[src/rtl/core_pkg.sv]
// core_pkg: shared constants and FSM state type for the register dump reader
package core_pkg;
  localparam int REG_ADDR_W = 5;
  localparam int XLEN = 32;
  localparam int NUM_ARCH_REGS = 32;
  typedef enum logic [2:0] {IDLE, READ, SEND, CSUM, DONE} regdump_state_t;
endpackage

[src/rtl/regfile_dump_reader_if.sv]
// regfile_dump_reader_if: valid/ready beat stream carrying {index, data, last, csum}
interface regfile_dump_reader_if import core_pkg::*; #(
  parameter int DATA_W = XLEN,
  parameter int ADDR_W = REG_ADDR_W
);
  logic              out_valid;
  logic              out_ready;
  logic [ADDR_W-1:0] out_index;
  logic [DATA_W-1:0] out_data;
  logic              out_last;
  logic              out_csum;
  modport master (output out_valid, out_index, out_data, out_last, out_csum, input out_ready);
  modport slave (input out_valid, out_index, out_data, out_last, out_csum, output out_ready);
endinterface

[src/rtl/regdump_beat_reg.sv]
// regdump_beat_reg: output beat holding register; loads a beat, holds it while stalled, drops it on clear
module regdump_beat_reg import core_pkg::*; #(
  parameter int DATA_W = XLEN,
  parameter int ADDR_W = REG_ADDR_W
) (
  input  logic                  clk,
  input  logic                  resetn,
  input  logic                  load_i,
  input  logic                  clr_i,
  input  logic [ADDR_W-1:0]     index_i,
  input  logic [DATA_W-1:0]     data_i,
  input  logic                  last_i,
  input  logic                  csum_i,
  regfile_dump_reader_if.master dump
);
  logic              valid_q, last_q, csum_q;
  logic [ADDR_W-1:0] index_q;
  logic [DATA_W-1:0] data_q;
  // load wins over clear so a checksum beat can replace the accepted last register beat
  always_ff @(posedge clk or negedge resetn)
    if (!resetn) begin
      valid_q <= 1'b0;
      index_q <= '0;
      data_q  <= '0;
      last_q  <= 1'b0;
      csum_q  <= 1'b0;
    end else if (load_i) begin
      valid_q <= 1'b1;
      index_q <= index_i;
      data_q  <= data_i;
      last_q  <= last_i;
      csum_q  <= csum_i;
    end else if (clr_i) begin
      valid_q <= 1'b0;
      last_q  <= 1'b0;
      csum_q  <= 1'b0;
    end
  assign dump.out_valid = valid_q;
  assign dump.out_index = index_q;
  assign dump.out_data  = data_q;
  assign dump.out_last  = last_q;
  assign dump.out_csum  = csum_q;
endmodule

[src/rtl/regfile_dump_reader.sv]
// regfile_dump_reader: streams every register as {index, data} beats; REGDUMP_CHECKSUM_EN appends an XOR checksum beat
module regfile_dump_reader import core_pkg::*; #(
  parameter int DATA_W   = XLEN,
  parameter int ADDR_W   = REG_ADDR_W,
  parameter int NUM_REGS = NUM_ARCH_REGS
) (
  input  logic                  clk,
  input  logic                  resetn,
  input  logic                  start,
  input  logic                  abort,
  output logic [ADDR_W-1:0]     rd_addr,
  input  logic [DATA_W-1:0]     rd_data,
  regfile_dump_reader_if.master dump,
  output logic                  busy,
  output logic                  done
);
  regdump_state_t    state_q;
  logic [ADDR_W-1:0] cnt_q;
  logic              busy_q, done_q;
  logic              hs, last_reg, csum_beat, load, clr, ld_last;
  logic [DATA_W-1:0] csum_data, ld_data;
  logic [ADDR_W-1:0] ld_idx;
  assign hs       = dump.out_valid & dump.out_ready;
  assign last_reg = cnt_q == ADDR_W'(NUM_REGS - 1);
`ifdef REGDUMP_CHECKSUM_EN
  localparam bit CSUM_EN = 1'b1;
  logic [DATA_W-1:0] acc_q;
  // XOR of every register value latched during this dump
  always_ff @(posedge clk or negedge resetn)
    if (!resetn) acc_q <= '0;
    else if (state_q == IDLE && start) acc_q <= '0;
    else if (state_q == READ) acc_q <= acc_q ^ rd_data;
  assign csum_beat = state_q == SEND && hs && last_reg && !abort;
  assign csum_data = acc_q;
`else
  localparam bit CSUM_EN = 1'b0;
  assign csum_beat = 1'b0;
  assign csum_data = '0;
`endif
  assign load    = !abort && (state_q == READ || csum_beat);
  assign clr     = abort || (hs && (state_q == SEND || state_q == CSUM));
  assign ld_idx  = csum_beat ? '0 : cnt_q;
  assign ld_data = csum_beat ? csum_data : rd_data;
  assign ld_last = csum_beat || (!CSUM_EN && last_reg);
  assign rd_addr = cnt_q;
  assign busy    = busy_q;
  assign done    = done_q;
  // dump sequencer; abort from any state returns to IDLE with the counter cleared
  always_ff @(posedge clk or negedge resetn)
    if (!resetn) begin
      state_q <= IDLE;
      cnt_q   <= '0;
      busy_q  <= 1'b0;
      done_q  <= 1'b0;
    end else begin
      done_q <= 1'b0;
      if (abort) begin
        state_q <= IDLE;
        cnt_q   <= '0;
        busy_q  <= 1'b0;
      end else
        case (state_q)
          IDLE: if (start) begin
            state_q <= READ;
            cnt_q   <= '0;
            busy_q  <= 1'b1;
          end
          READ: state_q <= SEND;
          SEND: if (hs) begin
            if (!last_reg) begin
              cnt_q   <= cnt_q + 1'b1;
              state_q <= READ;
            end else begin
              state_q <= CSUM_EN ? CSUM : DONE;
              done_q  <= !CSUM_EN;
            end
          end
          CSUM: if (hs) begin
            state_q <= DONE;
            done_q  <= 1'b1;
          end
          DONE: begin
            state_q <= IDLE;
            cnt_q   <= '0;
            busy_q  <= 1'b0;
          end
          default: state_q <= IDLE;
        endcase
    end
  regdump_beat_reg #(.DATA_W(DATA_W), .ADDR_W(ADDR_W)) u_beat (
    .clk     (clk),
    .resetn  (resetn),
    .load_i  (load),
    .clr_i   (clr),
    .index_i (ld_idx),
    .data_i  (ld_data),
    .last_i  (ld_last),
    .csum_i  (csum_beat),
    .dump    (dump)
  );
endmodule

[src/flat_wrapper.sv]
// flat-port wrapper written by rule: the top's interface ports become plain ports
module regfile_dump_reader_flat import core_pkg::*;
#(
  parameter int DATA_W   = XLEN,
  parameter int ADDR_W   = REG_ADDR_W,
  parameter int NUM_REGS = NUM_ARCH_REGS
)
  (clk, resetn, start, abort, rd_addr, rd_data, busy, done, dump_out_valid, dump_out_index, dump_out_data, dump_out_last, dump_out_csum, dump_out_ready);
  regfile_dump_reader_if #(.DATA_W(DATA_W), .ADDR_W(ADDR_W)) dump_i ();
  input  logic clk;
  input  logic resetn;
  input  logic start;
  input  logic abort;
  output logic [ADDR_W-1:0] rd_addr;
  input  logic [DATA_W-1:0] rd_data;
  output logic busy;
  output logic done;
  output wire logic [$bits(dump_i.out_valid)-1:0] dump_out_valid;
  output wire logic [$bits(dump_i.out_index)-1:0] dump_out_index;
  output wire logic [$bits(dump_i.out_data)-1:0] dump_out_data;
  output wire logic [$bits(dump_i.out_last)-1:0] dump_out_last;
  output wire logic [$bits(dump_i.out_csum)-1:0] dump_out_csum;
  input wire logic [$bits(dump_i.out_ready)-1:0] dump_out_ready;
  assign dump_out_valid = dump_i.out_valid;
  assign dump_out_index = dump_i.out_index;
  assign dump_out_data = dump_i.out_data;
  assign dump_out_last = dump_i.out_last;
  assign dump_out_csum = dump_i.out_csum;
  assign dump_i.out_ready = dump_out_ready;
  regfile_dump_reader #(.DATA_W(DATA_W), .ADDR_W(ADDR_W), .NUM_REGS(NUM_REGS)) u_core (.clk(clk), .resetn(resetn), .start(start), .abort(abort), .rd_addr(rd_addr), .rd_data(rd_data), .dump(dump_i), .busy(busy), .done(done));
endmodule
[config.mk]
export PLATFORM = sky130hd
export DESIGN_NAME = regfile_dump_reader_flat
export DESIGN_NICKNAME = d
export VERILOG_FILES = /design/src/rtl/core_pkg.sv /design/src/rtl/regfile_dump_reader_if.sv /design/src/rtl/regdump_beat_reg.sv /design/src/rtl/regfile_dump_reader.sv /design/src/flat_wrapper.sv
export SDC_FILE = /design/constraint.sdc
export NUM_CORES = 1
export LEC_CHECK = 0
export CAP_MARGIN = 20
export CORE_UTILIZATION = 42
export DETAILED_ROUTE_END_ITERATION = 6
export GPL_TIMING_DRIVEN = 1
export MAX_ROUTING_LAYER = met4
export PLACE_DENSITY = 0.78
export SLEW_MARGIN = 20
export SYNTH_ARGS = -nofsm -noshare
export SYNTH_HDL_FRONTEND = slang
export SYNTH_SLANG_ARGS = --single-unit
[constraint.sdc]
create_clock -name clk -period 2.22 [get_ports clk]
set_clock_uncertainty 0.15 [all_clocks]
set_input_delay 0.444 -clock clk [delete_from_list [all_inputs] [get_ports clk]]
set_output_delay 0.444 -clock clk [all_outputs]
set_load 0.01 [all_outputs]
* Yosys cells after proc, flatten, opt, wreduce, memory -nomap -nowiden *
Index checks and enable logic that the tools add are counted.

word-level totals
  bits in registers = 50
  bits of input ports = 37
  output and inout bits = 47
  word-level logic and storage cells = 55

operators by class
  add/sub/neg operators = 1
  equal/unequal tests = 9
  muxes and demuxes = 23
  bitwise operators = 1
  reduce and logical (&&, ||, !) cells = 12

operator list
  kind                                                                      count
  5-bit two-way mux                                                         4
  3-bit two-way mux                                                         5
  5-bit case mux with 3 select lines                                        1
  3-bit case mux with 4 select lines                                        1
  1-bit two-way mux                                                         10
  3-bit by 2-bit == test with 1-bit output (second input constant)          2
  3-bit by 2-bit inequality test with 1-bit output (second input constant)  2
  3-bit inequality test (second input constant)                             2
  5-bit by 1-bit adder with 5-bit output (second input constant)            1
  5-bit == test (second input constant)                                     1
  1-bit case mux with 2 select lines                                        2
  4-bit AND reduction                                                       1
  4-bit nonzero test                                                        1
  3-bit by 1-bit == test with 1-bit output (second input constant)          1
  3-bit == test (second input constant)                                     1
  3-bit zero test                                                           1
  3-bit AND reduction                                                       1
  3-bit nonzero test                                                        1
  1-bit logical AND                                                         2
  1-bit logical OR                                                          2
  2-bit AND reduction                                                       1
  2-bit nonzero test                                                        1
  1-bit AND                                                                 1
  1-bit zero test                                                           1

* Logic depth before layout (Yosys ltp) *
Gate-level depths: netlist of the first run.

  depth in word-level cells = 6
  depth in mapped cells = 6
  depth with buffers taken out = 6

* Modules after synthesis *
Synthesis of the first run repeated with hierarchy kept, for this count alone.

unflattened totals
  cells, all modules = 154
  area, all modules = 2318.5 um^2

modules (own cells, without submodules)
  module               instances  cells each  area an instance (um^2)  seq. area each (um^2)
  regdump_beat_reg     1          87          1671.6                   1001.0
  regfile_dump_reader  1          67          646.9                    250.2

* Worst setup path after synthesis of the first run *
No wires, ideal clock.

  kind = register to register
  from = register u_core.cnt_q[0] (netlist: u_core.rd_addr[0])
  to = register u_core.cnt_q[0] (netlist: u_core.rd_addr[0])
  setup time = 0.125 ns
  arrival = 1.692 ns
  required time = 1.945 ns
  setup slack = 0.253 ns
  cell stages (with the launch flop) = 7
  buffers on the path = 0
  clock period less this slack = 1.967 ns
  cell sequence = dfrtp_1 ha_1 and3_1 ha_1 nor4b_1 a221oi_1 mux2_2

between the ends
  longest elaborated chain between the ends = 5
  elaborated cells between the ends (all ways) = 8
  those cells by class = add/sub (1); eq/ne (2); mux (4); reduce/logical (1)

ends and longest elaborated chain
  item                                    line                       source
  start: declaration                      regfile_dump_reader.sv:18  logic [ADDR_W-1:0] cnt_q;
  start signal: assignment                regfile_dump_reader.sv:71  cnt_q <= cnt_q + 1'b1;
  5-bit by 1-bit adder with 5-bit output  regfile_dump_reader.sv:71
  5-bit two-way mux                       regfile_dump_reader.sv:70  if (!last_reg) begin
  5-bit two-way mux                       regfile_dump_reader.sv:69  SEND: if (hs) begin
  5-bit case mux with 3 select lines      regfile_dump_reader.sv:62  case (state_q)
  5-bit two-way mux                       regfile_dump_reader.sv:57  if (abort) begin

Several ways; a longest one is shown, not always the timed one. The select of a mux whose other input is x is not followed.
A chain may end at the register's enable or synchronous reset.

* Worst setup path in the final report of the first run *
Ends and elaborated chain as after synthesis.

==> flow_metrics.env, run 1 <==
export IMPL_final_min_clock_period_ns=1.984
export IMPL_die_h_um=71.58
export IMPL_met1_usage_pct=22.40
export IMPL_via_per_inst=5.264
export IMPL_initial_core_util_pct=45.14
export IMPL_cp_max_fo=3
export IMPL_setup_violations=0
export IMPL_routedWlPerCell_um=15.88
export IMPL_p_sw_share_pct=26.35
export IMPL_synth_cell_types=32
export IMPL_area_delta_synth_final_pct=49.42
export IMPL_cts_setup_buffers=0
export IMPL_io_pin_count=84
export IMPL_yosysSeqAreaShare_pct=60.31
export IMPL_worstPathRequired_ns=2.26
export IMPL_vias=1495
export IMPL_clock_tree_root_cell="clkbuf_8"
export IMPL_combPwrFrac_pct=32.4
export IMPL_status="complete, no violations"
export IMPL_cts_buffer_depth=2
export IMPL_routed_wl_um=4509
export IMPL_syn_area_sq_mm=0.002033
export IMPL_antenna_found_initial=0
export IMPL_path_clk_slew_ns=0.08
export IMPL_arrival_ns=2.02
export IMPL_fin_tns_setup_ns=0
export IMPL_yosysWarnings=0
export IMPL_leakage_nw=1.310
export IMPL_die_area_sq_mm=0.005123
export IMPL_syn_instance_count=144
export IMPL_synthSimpleGateAreaFrac_pct=7.262
export IMPL_core_sq_mm=0.004504
export IMPL_synth_top_area_cell="dfrtp_1"
export IMPL_nets=271
export IMPL_vdd_drop_max_v=0.0003766
export IMPL_min_path_type="reg2reg"
export IMPL_layout_drive_gt1_share_pct=7.328
export IMPL_htree_num_levels=2
export IMPL_cts_sinks=49
export IMPL_internal_power_mw=1.833
export IMPL_synth_compound_area_share_pct=6.400
export IMPL_cts_hold_buffers=1
export IMPL_hold_viol_final=0
export IMPL_ant_nets=0
export IMPL_die_width_um=71.58
export IMPL_dp_slack_ns=-0.03135
export IMPL_synth_top_area_share_pct=60.31
export IMPL_p_clk_share_pct=19.4
export IMPL_diodes=0
export IMPL_grt_pass1_vias=1521
export IMPL_synth_seq_cells=49
export IMPL_p_switching_mw=0.6560
export IMPL_cts_tree="yes"
export IMPL_hpwl_um=3394
export IMPL_crit_type="reg2reg"
export IMPL_clk_latency_ns=0.29
export IMPL_crit_path_start_kind="flip-flop"
export IMPL_drtIter0Drc=65
export IMPL_fillers=334
export IMPL_grt_start_max_net_pins=50
export IMPL_synth_adder_area_share_pct=1.846
export IMPL_avgSynthCellArea_sq_um=14.12
export IMPL_firstDrtPassIters=4
export IMPL_power_density_mw_per_mm2=819.4
export IMPL_cts_made_buffers=5
export IMPL_synthMuxAreaShare_pct=21.05
export IMPL_synth_xor_area_share_pct=0
export IMPL_setup_slack_ns=0.2363
export IMPL_busiest_layer="met2"
export IMPL_power_frac_seq_pct=48.2
export IMPL_synth_fp_nets=184
export IMPL_overflow=0
export IMPL_slew_violations=0
export IMPL_yosys_top_cells_area="dfrtp_1 60%, mux2_1 20%, ha_1 1.8%"
export IMPL_finalCritPeriodShare_pct=89.35
export IMPL_synth_top_family_by_area="multiplexers"
export IMPL_place_congestion=0.8367
export IMPL_grt_use_met3_pct=4.923
export IMPL_post_cts_resized=0
export IMPL_drv_cap=0
export IMPL_core_rowCount=24
export IMPL_grt_use_total_pct=19.45
export IMPL_grtUsageMet2_pct=33.97
export IMPL_hold_worst_slack_ns=0.3370
export IMPL_port_buffer_count=82
export IMPL_end_kind="flip-flop"
export IMPL_drc=0
export IMPL_grt_pass1_wl_um=7458
export IMPL_rsz0062_at_grt="false"
export IMPL_clock_fmax_mhz=504.1
==> worst max-delay path: stages (launching register included) <==
cell and delay, ns:
dfrtp_1 0.39, ha_1 0.23, and3_1 0.17, ha_1 0.20, nor4b_1 0.25, a221oi_1 0.18
mux2_2 0.30
==> metal layers <==
layer | vias up | share of wire, %
li1 | 692 | -
met1 | 747 | 41
met2 | 50 | 53
met3 | 6 | 5.1
met4 | 0 | 1.3
met5 | - | 0
==> stage by stage <==
step	util, %	area, sq um	total power, mW	std cells
final	67.44	3038	2.489	284
after floorplan	-	2033	1.484	144
after global placement	65.44	2948	2.001	275
after detailed placement	65.44	2948	2.044	275
after CTS	67.44	3038	2.537	284
after global routing	67.44	3038	2.635	284
==> power groups by stage <==
stage / Combinational (mW) / Sequential (mW) / Clock, mW
floorplan: 0.181 / 1.30 / 0
global placement: 0.794 / 1.21 / 0
detailed placement: 0.821 / 1.22 / 0
CTS: 0.823 / 1.20 / 0.510
global route: 0.864 / 1.23 / 0.542
finish: 0.807 / 1.20 / 0.482
==> registers in the layout, indices dropped and copies added, names as in the netlist <==
register,count
u_core.busy,1
u_core.done,1
u_core.rd_addr,5
u_core.state_q,3
u_core.u_beat.dump.out_data,32
u_core.u_beat.dump.out_index,5
u_core.u_beat.dump.out_last,1
u_core.u_beat.dump.out_valid,1
==> cell type report <==
type                       instances  area [sq um]  share of cell area (%)
clock buffer                       8         80.08                   2.636
inverter                           4         15.01                  0.4942
multi-input combinational         82         755.7                   24.88
sequential                        49          1226                   40.36
tap                               52         65.06                   2.142
timing repair buffer              89         895.9                   29.49
==> logic make-up (layout without fill, tap and decap cells) <==
logic type                 Yosys count  count (layout)
adders and majority gates            3               3
and+or+nand+nor                     24              24
AOI/OAI and AO/OA                   16              16
DFF                                 49              49
muxes                               38              38
buffers and inverters               13             101
other                                1               1
==> Yosys cell counts <==
cell / number
buf_4: 1
nor4b_2: 1
inv_1: 4
a21oi_1: 3
a32o_1: 1
buf_2: 6
nor2b_1: 1
a2111oi_0: 1
nand3_1: 3
nor3_2: 1
a221oi_1: 1
and2_1: 1
a221o_1: 1
or3_1: 1
conb_1: 1
nor2_1: 7
or2_2: 1
a211oi_1: 2
nand2_1: 2
and3_1: 3
nor4b_1: 1
mux2_2: 1
or4b_4: 1
dfrtp_1: 49
a311o_1: 1
a311oi_1: 3
ha_1: 3
mux2_1: 37
clkbuf_1: 2
a22o_1: 2
nand3b_1: 1
a31o_1: 1
==> final timing paths <==
kind | end | slack [ns] | cells after the start | startpoint
setup / recovery | u_core.rd_addr[0]$_DFFE_PN0P_ | 0.24 | 6 | u_core.rd_addr[0]$_DFFE_PN0P_
hold / removal | u_core.u_beat.dump.out_data[15]$_DFFE_PN0P_ | 0.34 | 1 | u_core.u_beat.dump.out_data[15]$_DFFE_PN0P_
setup reg to reg | u_core.rd_addr[0]$_DFFE_PN0P_ | 0.24 | 6 | u_core.rd_addr[0]$_DFFE_PN0P_
hold reg to reg | u_core.u_beat.dump.out_data[15]$_DFFE_PN0P_ | 0.34 | 1 | u_core.u_beat.dump.out_data[15]$_DFFE_PN0P_
max in group asynchronous | u_core.u_beat.dump.out_data[5]$_DFFE_PN0P_ | 1.18 | 3 | resetn
min in group asynchronous | u_core.u_beat.dump.out_data[19]$_DFFE_PN0P_ | 0.52 | 3 | resetn
==> placed cells by master (no fill, tap or decap), drive strengths merged, types with 2 or more instances in the layout <==
master,netlist,layout
mux2,38,38
a21oi,3,3
nand3,3,3
inv,4,4
dfrtp,49,49
buf,7,7
nand2,2,2
nor2,7,7
and3,3,3
a311oi,3,3
clkdlybuf4s50,0,81
nor4b,2,2
a22o,2,2
a211oi,2,2
clkbuf,2,8
ha,3,3
No activity file was read; power rests on OpenSTA's default activity.
==> run 2, diff against run 1 <==
--- a/config.mk
+++ b/config.mk
@@ -9,7 +9,6 @@
 export CORE_UTILIZATION = 42
 export DETAILED_ROUTE_END_ITERATION = 6
 export GPL_TIMING_DRIVEN = 1
-export MAX_ROUTING_LAYER = met4
 export PLACE_DENSITY = 0.78
 export SLEW_MARGIN = 20
 export SYNTH_ARGS = -nofsm -noshare
==> run 2 against run 1 <==
  * Routed wire length increased by 0.71%
  * Worst hold slack improved by 0.00058 ns
  * Critical path depth unchanged
  * Utilization unchanged
  * Global-route usage decreased by 0.59 points
  * Combinational power about the same
  * Critical path type unchanged
  * Critical endpoint unchanged
==> flow_metrics.env, run 2 (synthesis results as in run 1) <==
export IMPL_status="complete, no violations"
export IMPL_overflow=0
export IMPL_worstPathRequired_ns=2.26
export IMPL_grt_start_max_net_pins=50
export IMPL_core_rowCount=24
export IMPL_hpwl_um=3394
export IMPL_vias=1486
export IMPL_cp_startpoint="u_core.rd_addr[0]$_DFFE_PN0P_"
export IMPL_drv_cap=0
export IMPL_firstDrtPassIters=4
export IMPL_arrival_ns=2.02
export IMPL_r2r_end="u_core.rd_addr[0]$_DFFE_PN0P_"
export IMPL_reg2regPathDepth=6
export IMPL_post_cts_resized=0
export IMPL_cts_setup_buffers=0
export IMPL_grt_pass1_wl_um=7458
export IMPL_cts_tree="yes"
export IMPL_io_pin_count=84
export IMPL_layout_common_cells="81 x clkdlybuf4s50_1, 49 x dfrtp_1, 37 x mux2_1, 7 x nor2_1, 5 x clkbuf_8"
export IMPL_end_kind="flip-flop"
export IMPL_cp_common_cell="ha_1"
export IMPL_grt_use_total_pct=18.87
export IMPL_postPlaceCellArea_sq_mm=0.002948
export IMPL_grt_pass1_vias=1526
export IMPL_dp_slack_ns=-0.03135
export IMPL_cts_buffer_depth=2
export IMPL_crit_path_start_kind="flip-flop"
export IMPL_antenna_found_initial=0
export IMPL_cp_slowest_cell="dfrtp_1"
export IMPL_drtIter0Drc=59
export IMPL_via_per_inst=5.232
export IMPL_cp_max_fo=3
export IMPL_largest_reg_flops=32
export IMPL_leakage_nw=1.310
export IMPL_cp_depth=6
export IMPL_diodes=0
export IMPL_final_min_clock_period_ns=1.983
export IMPL_fillers=334
export IMPL_hold_viol_final=0
export IMPL_nets=271
export IMPL_setup_violations=0
export IMPL_min_path_type="reg2reg"
export IMPL_port_buffer_count=82
export IMPL_path_delay_family="adder cells"
export IMPL_ant_nets=0
export IMPL_vdd_drop_max_v=0.0003776
export IMPL_crit_buf_inv=0
export IMPL_final_util_pct=67.44
export IMPL_slowest_delay_ns=0.39
export IMPL_die_h_um=71.58
export IMPL_regToRegStartpoint="u_core.rd_addr[0]$_DFFE_PN0P_"
export IMPL_clock_fmax_mhz=504.2
export IMPL_die_area_sq_mm=0.005123
export IMPL_die_width_um=71.58
export IMPL_worstPathCellList="ha_1 -> and3_1 -> ha_1 -> nor4b_1 -> a221oi_1 -> mux2_2"
export IMPL_path_clk_slew_ns=0.08
export IMPL_final_common_cell="clkdlybuf4s50_1"
export IMPL_initial_core_util_pct=45.14
export IMPL_final_area_sq_mm=0.003038
export IMPL_area_delta_synth_final_pct=49.42
export IMPL_htree_num_levels=2
export IMPL_slew_violations=0
export IMPL_crit_type="reg2reg"
export IMPL_setup_slack_ns=0.2365
export IMPL_power_mw=2.491
export IMPL_cts_made_buffers=5
export IMPL_power_density_mw_per_mm2=819.9
export IMPL_rrSetupSlack_ns=0.24
export IMPL_layout_drive_gt1_share_pct=7.328
export IMPL_clock_tree_root_cell="clkbuf_8"
export IMPL_crit_end="u_core.rd_addr[0]$_DFFE_PN0P_"
export IMPL_core_sq_mm=0.004504
export IMPL_drc=0
export IMPL_clk_latency_ns=0.29
export IMPL_routed_wl_um=4541
export IMPL_finalCritPeriodShare_pct=89.34
export IMPL_place_congestion=0.8243
export IMPL_routedWlPerCell_um=15.99
export IMPL_cts_sinks=49
export IMPL_cts_hold_buffers=1
export IMPL_rsz0062_at_grt="false"
[run 2: cell counts in the layout (fill, tap and decap cells not counted)]
Identical to the previous run, type by type.
[run 2: worst min path at each step]
stage	start	endpoint	slack, ns	cells past startpoint
2_1_floorplan	resetn	u_core.busy$_DFFE_PN0P_	-0.002	0
3_3_place_gp	resetn	u_core.u_beat.dump.out_data[16]$_DFFE_PN0P_	0.29	2
3_5_place_dp	resetn	u_core.u_beat.dump.out_data[15]$_DFFE_PN0P_	0.30	2
4_1_cts	u_core.u_beat.dump.out_data[6]$_DFFE_PN0P_	u_core.u_beat.dump.out_data[6]$_DFFE_PN0P_	0.34	1
5_1_grt	u_core.u_beat.dump.out_data[15]$_DFFE_PN0P_	u_core.u_beat.dump.out_data[15]$_DFFE_PN0P_	0.36	1
6_report	u_core.u_beat.dump.out_data[15]$_DFFE_PN0P_	u_core.u_beat.dump.out_data[15]$_DFFE_PN0P_	0.34	1
[run 2: layer usage]
metal	wire length, um	vias up	track usage, %
met1	1861	738	22.40
li1	-	690	-
met2	2386	52	33.97
met5	0	-	0
met3	234	6	4.923
met4	57	0	5.229
[run 2: worst reg2reg max path, cell delays in order, from the launching register on]
cell	delay, ns
dfrtp_1	0.39
ha_1	0.23
and3_1	0.17
ha_1	0.20
nor4b_1	0.25
a221oi_1	0.18
mux2_2	0.30
[run 2: report_power, final]
part,total (mW),internal [mW],switching [mW]
Combinational,0.807,0.515,0.292
Clock,0.483,0.224,0.259
Sequential,1.20,1.09,0.106
[run 2: through the flow]
step                      instances  setup TNS, ns  hold WS (ns)
after floorplan                 144              0     -0.001591
after global placement          275              0        0.2934
after detailed placement        275        -0.2420        0.2978
after CTS                       284              0        0.3415
after global routing            284              0        0.3587
final                           284              0        0.3375
[run 2: area by class of cell]
cell class | count | area (sq um) | share of cell area [%]
Clock buffer | 8 | 80.08 | 2.636
Inverter | 4 | 15.01 | 0.4942
Multi-Input combinational cell | 82 | 755.7 | 24.88
Sequential cell | 49 | 1226 | 40.36
Tap cell | 52 | 65.06 | 2.142
Timing Repair Buffer | 89 | 895.9 | 29.49
